==> src/rtl/ifu_fetch.sv <==
// Instruction fetch unit: owns the fetch PC, issues word reads over a req/ack
// handshake, and buffers returned words with their PCs for the decode stage.
`timescale 1ns/1ps

module ifu_fetch #(
    parameter logic [31:0] RESET_PC = 32'h0000_3000,
    parameter int unsigned DEPTH    = 2
) (
    input  logic        clk,
    input  logic        rst,
    input  logic        redirect_valid,
    input  logic [31:0] redirect_pc,
    output logic        mem_req,
    output logic [31:0] mem_addr,
    input  logic        mem_ack,
    input  logic [31:0] mem_rdata,
    output logic        inst_valid,
    output logic [31:0] inst_pc,
    output logic [31:0] inst_data,
    input  logic        inst_ready
);

    localparam int unsigned CW = $clog2(DEPTH + 1);
    localparam int unsigned PW = (DEPTH > 1) ? $clog2(DEPTH) : 1;
    localparam logic [CW-1:0] DEPTH_C  = CW'(DEPTH);
    localparam logic [PW-1:0] LAST_PTR = PW'(DEPTH - 1);

    if (DEPTH < 1 || DEPTH > 4) begin : g_depth_check
        $error("ifu_fetch: DEPTH must be in 1..4");
    end

    typedef enum logic [1:0] {
        IDLE = 2'd0,
        BUSY = 2'd1,
        DROP = 2'd2
    } state_t;

    state_t        state;
    logic [31:0]   fpc;
    logic [CW-1:0] count;
    logic [CW-1:0] count_pop;
    logic [PW-1:0] head;
    logic [PW-1:0] tail;
    logic [31:0]   pc_mem   [DEPTH];
    logic [31:0]   word_mem [DEPTH];

    logic          pop;
    logic          ack;
    logic          push;
    logic          slot_free;
    logic          slot_after_push;
    logic [31:0]   fpc_inc;
    logic [31:0]   target;
    logic          unused_pc_bits;

    function automatic logic [PW-1:0] ptr_next(input logic [PW-1:0] p);
        return (p == LAST_PTR) ? '0 : p + PW'(1);
    endfunction

    always_comb begin
        inst_valid      = (count != '0);
        pop             = inst_valid && inst_ready;
        ack             = mem_ack && mem_req;
        push            = (state == BUSY) && mem_ack && !redirect_valid;
        count_pop       = count - CW'(pop);
        slot_free       = count_pop < DEPTH_C;
        slot_after_push = (count_pop + CW'(1)) < DEPTH_C;
        fpc_inc         = fpc + 32'd4;
        target          = {redirect_pc[31:2], 2'b00};
        unused_pc_bits  = ^redirect_pc[1:0];
        // Storage is not reset; outputs read as zero while empty.
        inst_pc         = inst_valid ? pc_mem[head]   : '0;
        inst_data       = inst_valid ? word_mem[head] : '0;
    end

    always_ff @(posedge clk) begin
        if (push) begin
            pc_mem[tail]   <= fpc;
            word_mem[tail] <= mem_rdata;
        end
    end

    always_ff @(posedge clk or posedge rst) begin
        if (rst) begin
            state    <= IDLE;
            mem_req  <= 1'b0;
            mem_addr <= RESET_PC;
            fpc      <= RESET_PC;
            count    <= '0;
            head     <= '0;
            tail     <= '0;
        end else if (redirect_valid) begin
            fpc   <= target;
            count <= '0;
            head  <= '0;
            tail  <= '0;
            // A live request must still see its ack; its data is never kept.
            if (state != IDLE) begin
                if (ack) begin
                    state   <= IDLE;
                    mem_req <= 1'b0;
                end else begin
                    state <= DROP;
                end
            end
        end else begin
            count <= count_pop + CW'(push);
            if (push) tail <= ptr_next(tail);
            if (pop)  head <= ptr_next(head);
            case (state)
                IDLE: begin
                    if (slot_free) begin
                        state    <= BUSY;
                        mem_req  <= 1'b1;
                        mem_addr <= fpc;
                    end
                end
                BUSY: begin
                    if (ack) begin
                        fpc <= fpc_inc;
                        if (slot_after_push) begin
                            mem_addr <= fpc_inc;
                        end else begin
                            state   <= IDLE;
                            mem_req <= 1'b0;
                        end
                    end
                end
                DROP: begin
                    if (ack) begin
                        state   <= IDLE;
                        mem_req <= 1'b0;
                    end
                end
                default: begin
                    state   <= IDLE;
                    mem_req <= 1'b0;
                end
            endcase
        end
    end

endmodule

==> config.mk <==
export PLATFORM = sky130hd
export DESIGN_NAME = ifu_fetch
export DESIGN_NICKNAME = d
export VERILOG_FILES = /design/src/rtl/ifu_fetch.sv
export SDC_FILE = /design/constraint.sdc
export NUM_CORES = 1
export LEC_CHECK = 0
export CORE_MARGIN = 8
export CORE_UTILIZATION = 47
export DETAILED_ROUTE_END_ITERATION = 12
export PLACE_DENSITY = 0.77
export RECOVER_POWER = 100
export SLEW_MARGIN = 40
export SYNTH_ARGS = -nofsm -noshare
export SYNTH_HDL_FRONTEND = slang
export SYNTH_SLANG_ARGS = --single-unit
==> constraint.sdc <==
create_clock -name clk -period 5.71 [get_ports clk]
set_input_delay 1.142 -clock clk [delete_from_list [all_inputs] [get_ports clk]]
set_output_delay 1.142 -clock clk [all_outputs]
set_load 0.02 [all_outputs]
After elaboration in Yosys (flattened, before gate mapping)
Memories as Yosys holds them, arrays and structs flattened. Cells that the tools add are included.

Register bits: 71. Latch bits: 0. RAM bits: 128. ROM bits: 0. Bits of input ports: 69. Output and inout port bits: 98. Memories kept: 2.

Memories: pc_mem (words 2, bits a word 32, rd ports 1, clocked after memory_dff 0, wr ports 1, line 44) `logic [31:0] pc_mem [DEPTH];`; word_mem (words 2, bits a word 32, rd ports 1, clocked after memory_dff 0, wr ports 1, line 45) `logic [31:0] word_mem [DEPTH];`.

Add/subtract/negate cells: 6. Multiply operators: 0. Div/mod/pow operators: 0. $lt $le $gt $ge: 2. Equality and inequality tests: 10. Shifts and indexed selects: 0. Muxes and demuxes: 33. Bitwise operators: 1. Reduce and logical (&&, ||, !) cells: 17.

Operators with widths (number): 32-bit 2-to-1 mux (8); 32-bit one-hot mux with 2 select lines (1); 32-bit by 3-bit adder with 32-bit output (second input constant) (1); 2-bit 2-to-1 mux (8); 1-bit 2-to-1 mux (14); 2-bit nonzero test (7); 3-bit != test (second input constant) (4); 5-bit AND reduction (2); 2-bit != test (second input constant) (3); 2-bit one-hot mux with 3 select lines (1); 1-bit logical AND (4); 2-bit less-than comparator (second input constant) (2); 4-bit AND reduction (1); 1-bit one-hot mux with 3 select lines (1); 1-bit adder (second input constant) (2); 2-bit by 1-bit adder with 2-bit output (1); 2-bit by 1-bit adder with 2-bit output (second input constant) (1); 2-bit by 1-bit == test with 1-bit output (second input constant) (1); 2-bit == test (second input constant) (1); 2-bit logical NOT (1); 2-bit by 1-bit != test with 1-bit output (second input constant) (1); 2-bit AND reduction (1); 2-bit by 1-bit subtractor with 2-bit output (1); 1-bit logical NOT (1); 1-bit inverter (1).

Longest topological paths before layout
Gate-level depths: netlist of the first run.

Depth in word-level cells: 9. Depth in mapped cells: 10. Mapped depth without buffers: 9.

Worst setup path after synthesis of the first run
No wires, ideal clock.

Kind: input to register. Start: input redirect_valid. End: memory pc_mem[0][10], enable pin. Library setup time: 0.558 ns. Data arrival time: 5.832 ns. Data required time: 5.152 ns. Slack: -0.680 ns. Stages on the path: 3. Buffers on the path: 2. Path through: clkbuf_1 > buf_1 > nor3_1.

Longest elaborated chain between the ends: 4.

Ends and longest elaborated chain: from (decl) (line 11) `input logic redirect_valid,`; 1-bit logical NOT (line 64) `push = (state == BUSY) && mem_ack && !redirect_valid;`; 1-bit logical AND (line 64); 1-bit 2-to-1 mux (line 77) `if (push) begin`; 1-bit 2-to-1 mux (not written as such) (line 78) `pc_mem[tail] <= fpc;`; to (decl) (line 44).

No other way between the ends.

Final worst setup path of the first run
Start: input mem_ack. End: register fpc[29].

Longest elaborated chain between the ends: 3.

Ends and longest elaborated chain: from (decl) (line 15) `input logic mem_ack,`; 1-bit logical AND (line 63) `ack = mem_ack && mem_req;`; 2-bit nonzero test (no source line); 2-bit AND reduction (no source line); to (signal assigned) (line 93) `fpc <= target;`; to (signal assigned) (line 120) `fpc <= fpc_inc;`; to (decl) (line 39) `logic [31:0] fpc;`.

No other way between the ends. A chain may end at the register's enable or synchronous reset.

==> flow_metrics.py, run 1 <==
metrics = {
    "clocking": {
        "cts_hold_buffers": 0,
        "post_cts_resized": 0,
        "htree_levels": 4,
        "clk_latency_ns": 0.42,
        "numClockSinks": 191,
        "cts_tree": "built",
        "clock_path_buffers": 2,
        "numCtsBuffers": 17,
        "post-cts-setup-buffer-count": 0,
        "path_clk_slew_ns": 0.07,
        "clockRootBuffer": "clkbuf_16",
    },
    "critical_path": {
        "cp-start-kind": "input pin",
        "cp.required_ns": 6.05,
        "cp-end-kind": "flip-flop",
        "crit_arrival_ns": 4.54,
        "cp_max_fo": 8,
        "critical_path_class": "in -> reg",
    },
    "placed_design": {
        "io_buffers": 160,
        "hpwl_um": 13100,
        "gp_congestion": 0.840,
        "place_inst": 1044,
    },
    "final_layout": {
        "multiInputGateArea_um2": 2760,
        "layout-drive-gt1-share_pct": 5.79,
        "fillCellCount": 1444,
        "fin_cells": 1076,
        "diodes": 0,
        "synthToLayoutAreaGrowth_pct": 28.4,
        "regArea_um2": 5410,
        "fin_nets": 906,
    },
    "synth": {
        "yosys.area.top_type_share_pct": 44.3,
        "netlist_area_um2": 8400,
        "synthTopCellsByArea": "edfxtp_1, dfrtp_1, mux2i_1",
        "synth.most_common_cell": "edfxtp_1",
        "ys_seq_area_share_pct": 64.3,
        "synthCells": 689,
        "ys_types": 42,
        "async_flop_share_pct": 35.1,
        "yosys_most_used_dff": "edfxtp_1",
        "synth_area_per_cell_um2": 12.2,
        "ys_warn_count": 0,
        "synth_top_area_cell": "edfxtp_1",
        "synthTopCellsByCount": "edfxtp_1, nor2_1, nand2_1, mux2i_1, dfrtp_1",
        "ys_ff_latch": 191,
        "synth-edff-count": 124,
    },
    "pwr": {
        "powerDensity_nw_per_um2": 427,
        "leakagePower_nw": 3.95,
        "totalPowerFinal_w": 0.00460,
        "max-vdd-ir-drop_mv": 0.236,
    },
    "route": {
        "antenna_left": 0,
        "wire_per_inst_um": 17.8,
        "routed_wl_um": 19100,
        "route.detailed.drc": 0,
        "drt_first_iter_violations": 375,
        "via_per_inst": 5.17,
        "firstDrtPassIters": 5,
        "vias": 5565,
    },
    "floorplan": {
        "die_area_um2": 22400,
        "die_height_um": 150,
        "dieWidth_um": 150,
        "ioPinCount": 167,
        "rows": 49,
        "start_util_pct": 47.3,
        "core_um2": 17800,
    },
    "timing": {
        "hold_viol_final": 0,
        "fin_crit_sh_pct": 73.6,
        "finalSetupViolations": 0,
        "tightest_slew_ns": 1.84,
        "slew_violations": 135,
        "max_slew_margin_pct": -23.7,
        "rsz0062_at_grt": "false",
        "fmax_mhz": 238,
        "min_period_ns": 4.20,
        "tns_ns": 0,
        "fin_skew_ns": 0.0132,
    },
    "status": {
        "status": "complete, but fails checks",
        "violations": "max-capacitance violations, max-slew violations",
    },
    "grt": {
        "grt_max_degree": 64,
        "grt_pass1_wl_um": 30700,
        "antenna_found_initial": 0,
        "overflow": 0,
        "grt_pass1_vias": 5561,
        "grt.total_usage_pct": 17.5,
    },
    "run": {
        "drv_cap": 3,
    },
    "hold_path": {
        "hp-class": "reg -> reg",
    },
}
-- area by class of cell --
type                       instances  share of cell area, %
clock buffer                      22                   4.60
clock inverter                    10                   1.14
inverter                           9                  0.313
multi-input combinational        445                   25.5
sequential                       191                   50.1
tap                              229                   2.65
timing repair buffer             170                   15.7
-- cells by family after synthesis --
logic type / after synthesis / share of synthesized area, %
AND/OR/NAND/NOR: 242 / 13.7
flip-flops: 191 / 64.3
AO/OA/AOI/OAI: 68 / 4.21
multiplexers: 65 / 7.74
XOR/XNOR: 63 / 6.57
buffers and inverters: 56 / 2.99
adder cells (fa/ha/maj): 3 / 0.447
other: 1 / 0.0446
-- placed cells by master, fill, tap and decap left out, types with 22 or more instances in the layout --
cell type        instances
edfxtp_1               124
mux2i_1                 65
nor2_1                  78
dfrtp_1                 63
dlygate4sd3_1          126
xor2_1                  31
o21ai_0                 59
nand3_1                 22
xnor2_1                 32
clkdlybuf4s50_1         33
nand2_1                 73
-- worst paths after layout --
path | startpoint | endpoint | slack, ns | cells after the start
min reg2reg | mem_addr[22] | mem_addr[22] | 0.48 | 2
min in group asynchronous | rst | count[1] | 1.22 | 2
min | mem_addr[22] | mem_addr[22] | 0.48 | 2
max reg2reg | count[1] | mem_addr[23] | 1.57 | 11
max | mem_ack | fpc[29] | 1.51 | 6
max in group asynchronous | rst | fpc[9] | 3.38 | 3
-- flip-flops by register name (all words and copies together) (netlist names) --
signal / cells
count: 2
fpc: 30
head: 1
mem_addr: 30
mem_req: 1
pc_mem: 60
state: 2
tail: 1
word_mem: 64
-- per-stage QoR --
step | hold WS [ns] | instance area, um2 | util [%] | worst slack, ns
2_1_floorplan | 0.437 | 8420 | - | 1.26
3_3_place_gp | 0.464 | 10200 | 57.1 | 1.75
3_5_place_dp | 0.473 | 10200 | 57.6 | 1.88
4_1_cts | 0.488 | 10900 | 61.1 | 2.02
5_1_grt | 0.504 | 10800 | 60.7 | 1.11
6_report | 0.478 | 10800 | 60.7 | 1.51
-- where the power goes --
group / leakage [nW] / internal (W) / switching (W)
clock: 0.294 / 0.000715 / 0.000504
sequential: 1.95 / 0.00169 / 0.000167
combinational: 1.70 / 0.000638 / 0.000892
total: 3.95 / 0.00304 / 0.00156
-- routing by layer --
metal / share of wire, % / GRT usage (%) / up-vias
li1: - / - / 2715
met1: 47 / 24.6 / 2650
met2: 46 / 26.3 / 175
met3: 5.6 / 3.57 / 25
met4: 1.8 / 6.50 / 0
met5: 0 / 0 / -
-- worst max-delay path, cell delays in order --
cell and delay (ns):
dlygate4sd3_1 0.72, nand3b_1 0.32, nor4_1 1.52, or4b_1 0.54
xor2_1 0.16, o21ai_0 0.14
Power figures use the tool's default switching activity.
==> run 2: changes to the inputs <==
==> constraint.sdc (replaced) <==
create_clock -name clk -period 3.48 [get_ports clk]
set_input_delay 0.696 -clock clk [delete_from_list [all_inputs] [get_ports clk]]
set_output_delay 0.696 -clock clk [all_outputs]
set_load 0.02 [all_outputs]
==> flow_metrics.py, run 2 (same netlist as run 1, synthesis figures left out) <==
metrics = {
    "route": {
        "wl_met3_um": 1310,
        "via_per_inst": 5.21,
        "drt_first_iter_violations": 374,
        "routed_wl_um": 19500,
        "drt-met1-wl_um": 8590,
        "wire_per_inst_um": 18.0,
        "vias": 5629,
        "firstDrtPassIters": 4,
        "routed.top_layer": "met4",
        "wl_met2_um": 9290,
        "antenna_left": 0,
        "route.detailed.drc": 0,
    },
    "clocking": {
        "numClockSinks": 191,
        "htree_levels": 4,
        "post_cts_resized": 0,
        "clock_path_buffers": 2,
        "numCtsBuffers": 17,
        "cts_hold_buffers": 0,
        "clockRootBuffer": "clkbuf_16",
        "path_clk_slew_ns": 0.07,
        "post-cts-setup-buffer-count": 0,
        "cts_tree": "built",
        "clk_latency_ns": 0.43,
    },
    "floorplan": {
        "dieWidth_um": 150,
        "ioPinCount": 167,
        "start_util_pct": 47.3,
        "core_um2": 17800,
        "rows": 49,
        "die_height_um": 150,
        "die_area_um2": 22400,
    },
    "timing": {
        "hold_slack_ns": 0.472,
        "fin_skew_ns": 0.0106,
        "tns_ns": 0,
        "hold_viol_final": 0,
        "rsz0062_at_grt": "false",
        "min_period_ns": 3.23,
        "max_slew_margin_pct": -22.5,
        "finalSetupViolations": 0,
        "fmax_mhz": 310,
        "slew_violations": 118,
        "tightest_slew_ns": 1.84,
        "fin_crit_sh_pct": 92.8,
        "fin_ws_ns": 0.250,
    },
    "placed_design": {
        "dpl_cell_area_um2": 10300,
        "gp_congestion": 0.881,
        "hpwl_um": 13500,
        "io_buffers": 160,
        "dp_worst_setup_slack_ns": 0.538,
    },
    "pwr": {
        "p_int_w": 0.00506,
        "leakagePower_nw": 3.91,
        "totalPowerFinal_w": 0.00766,
        "p_sw_w": 0.00260,
        "powerDensity_nw_per_um2": 706,
        "pwr-share-clk_pct": 26.2,
        "switching_share_pct": 34.0,
        "max-vdd-ir-drop_mv": 0.388,
        "comb_power_share_pct": 33.8,
        "power_frac_seq_pct": 40.0,
    },
    "run": {
        "drv_cap": 2,
    },
    "hold_path": {
        "hold_path_depth": 2,
        "hp-class": "reg -> reg",
        "min_to": "mem_addr[5]",
        "hp-start": "mem_addr[5]",
    },
    "grt": {
        "grt.total_usage_pct": 17.7,
        "grt_pass1_wl_um": 30500,
        "grt_max_degree": 68,
        "overflow": 0,
        "antenna_found_initial": 0,
        "grt_pass1_vias": 5658,
    },
    "final_layout": {
        "regArea_um2": 5410,
        "layout_commonest_cell": "edfxtp_1",
        "fillCellCount": 1449,
        "layout-drive-gt1-share_pct": 6.11,
        "fin_nets": 910,
        "diodes": 0,
        "regMostFlops": "word_mem",
        "largest_register_ffs": 64,
        "top_regs": "word_mem x64, pc_mem x60",
        "most-common-layout-cells": "edfxtp_1, dlygate4sd3_1, nor2_1",
        "synthToLayoutAreaGrowth_pct": 29.1,
        "multiInputGateArea_um2": 2760,
        "design_area_um2": 10900,
    },
    "critical_path": {
        "cp.required_ns": 2.78,
        "cp_max_fo": 42,
        "r2r-end": "word_mem[1][22]",
        "crit_arrival_ns": 2.53,
        "ff2ff_setup_slack_ns": 0.73,
        "worstReg2RegStart": "state[0]",
        "cp-start-kind": "flip-flop",
        "r2r_cells": 4,
        "cp-end-kind": "output port",
        "critical_path_class": "reg -> out",
    },
    "status": {
        "status": "complete, but fails checks",
        "violations": "max-capacitance violations, max-slew violations",
    },
}
-- run 2: cell types whose count changed in the layout (fill, tap and decap cells not counted), sizes merged --
cell | previous run | this run
buf | 7 | 9
clkbuf | 26 | 28
clkdlybuf4s50 | 33 | 53
clkinv | 1 | 4
clkinvlp | 3 | 2
dlygate4sd3 | 126 | 106
inv | 13 | 11
-- run 2: worst max path at each step --
stage | from | to | slack (ns) | cells after the start
6_report | count[1] | inst_data[26] | 0.25 | 4
5_1_grt | count[1] | inst_pc[28] | 0.14 | 4
4_1_cts | head | inst_data[31] | 0.35 | 4
3_5_place_dp | inst_ready | mem_addr[18] | 0.54 | 9
3_3_place_gp | mem_ack | fpc[18] | 0.57 | 7
2_1_floorplan | redirect_valid | pc_mem[1][10] | 0.35 | 4
-- run 2: cell type report --
type	count	share of cell area [%]
Sequential cell	191	49.8
Multi-Input combinational cell	445	25.4
Timing Repair Buffer	174	16.0
Clock buffer	22	4.68
Tap cell	229	2.64
Clock inverter	10	1.11
Inverter	9	0.311
-- run 2: worst max-delay path: stages, from the launching register on --
cell	delay, ns
dfrtp_1	0.42
nor2_4	0.13
clkbuf_2	0.71
nor2_1	0.13
dlygate4sd3_1	0.70
-- run 2: metal layers --
metal  global-route usage [%]  vias to the layer above
met1                     23.0                     2720
met5                        0                        -
met3                     4.23                       19
li1                         -                     2723
met4                     6.75                        0
met2                     28.3                      167
-- run 2: metrics by stage --
step,util [%],instances
after floorplan,-,692
after detailed placement,57.9,1048
after global routing,61.0,1080
after global placement,57.8,1048
final,61.0,1080
after CTS,61.4,1080
-- run 2: power by group through the flow --
stage / clock, W / sequential, W / combinational [W]
finish: 0.00201 / 0.00307 / 0.00258
floorplan: 0 / 0.00316 / 0.00140
CTS: 0.00205 / 0.00307 / 0.00278
detailed placement: 0 / 0.00311 / 0.00277
global placement: 0 / 0.00310 / 0.00273
global route: 0.00214 / 0.00311 / 0.00279
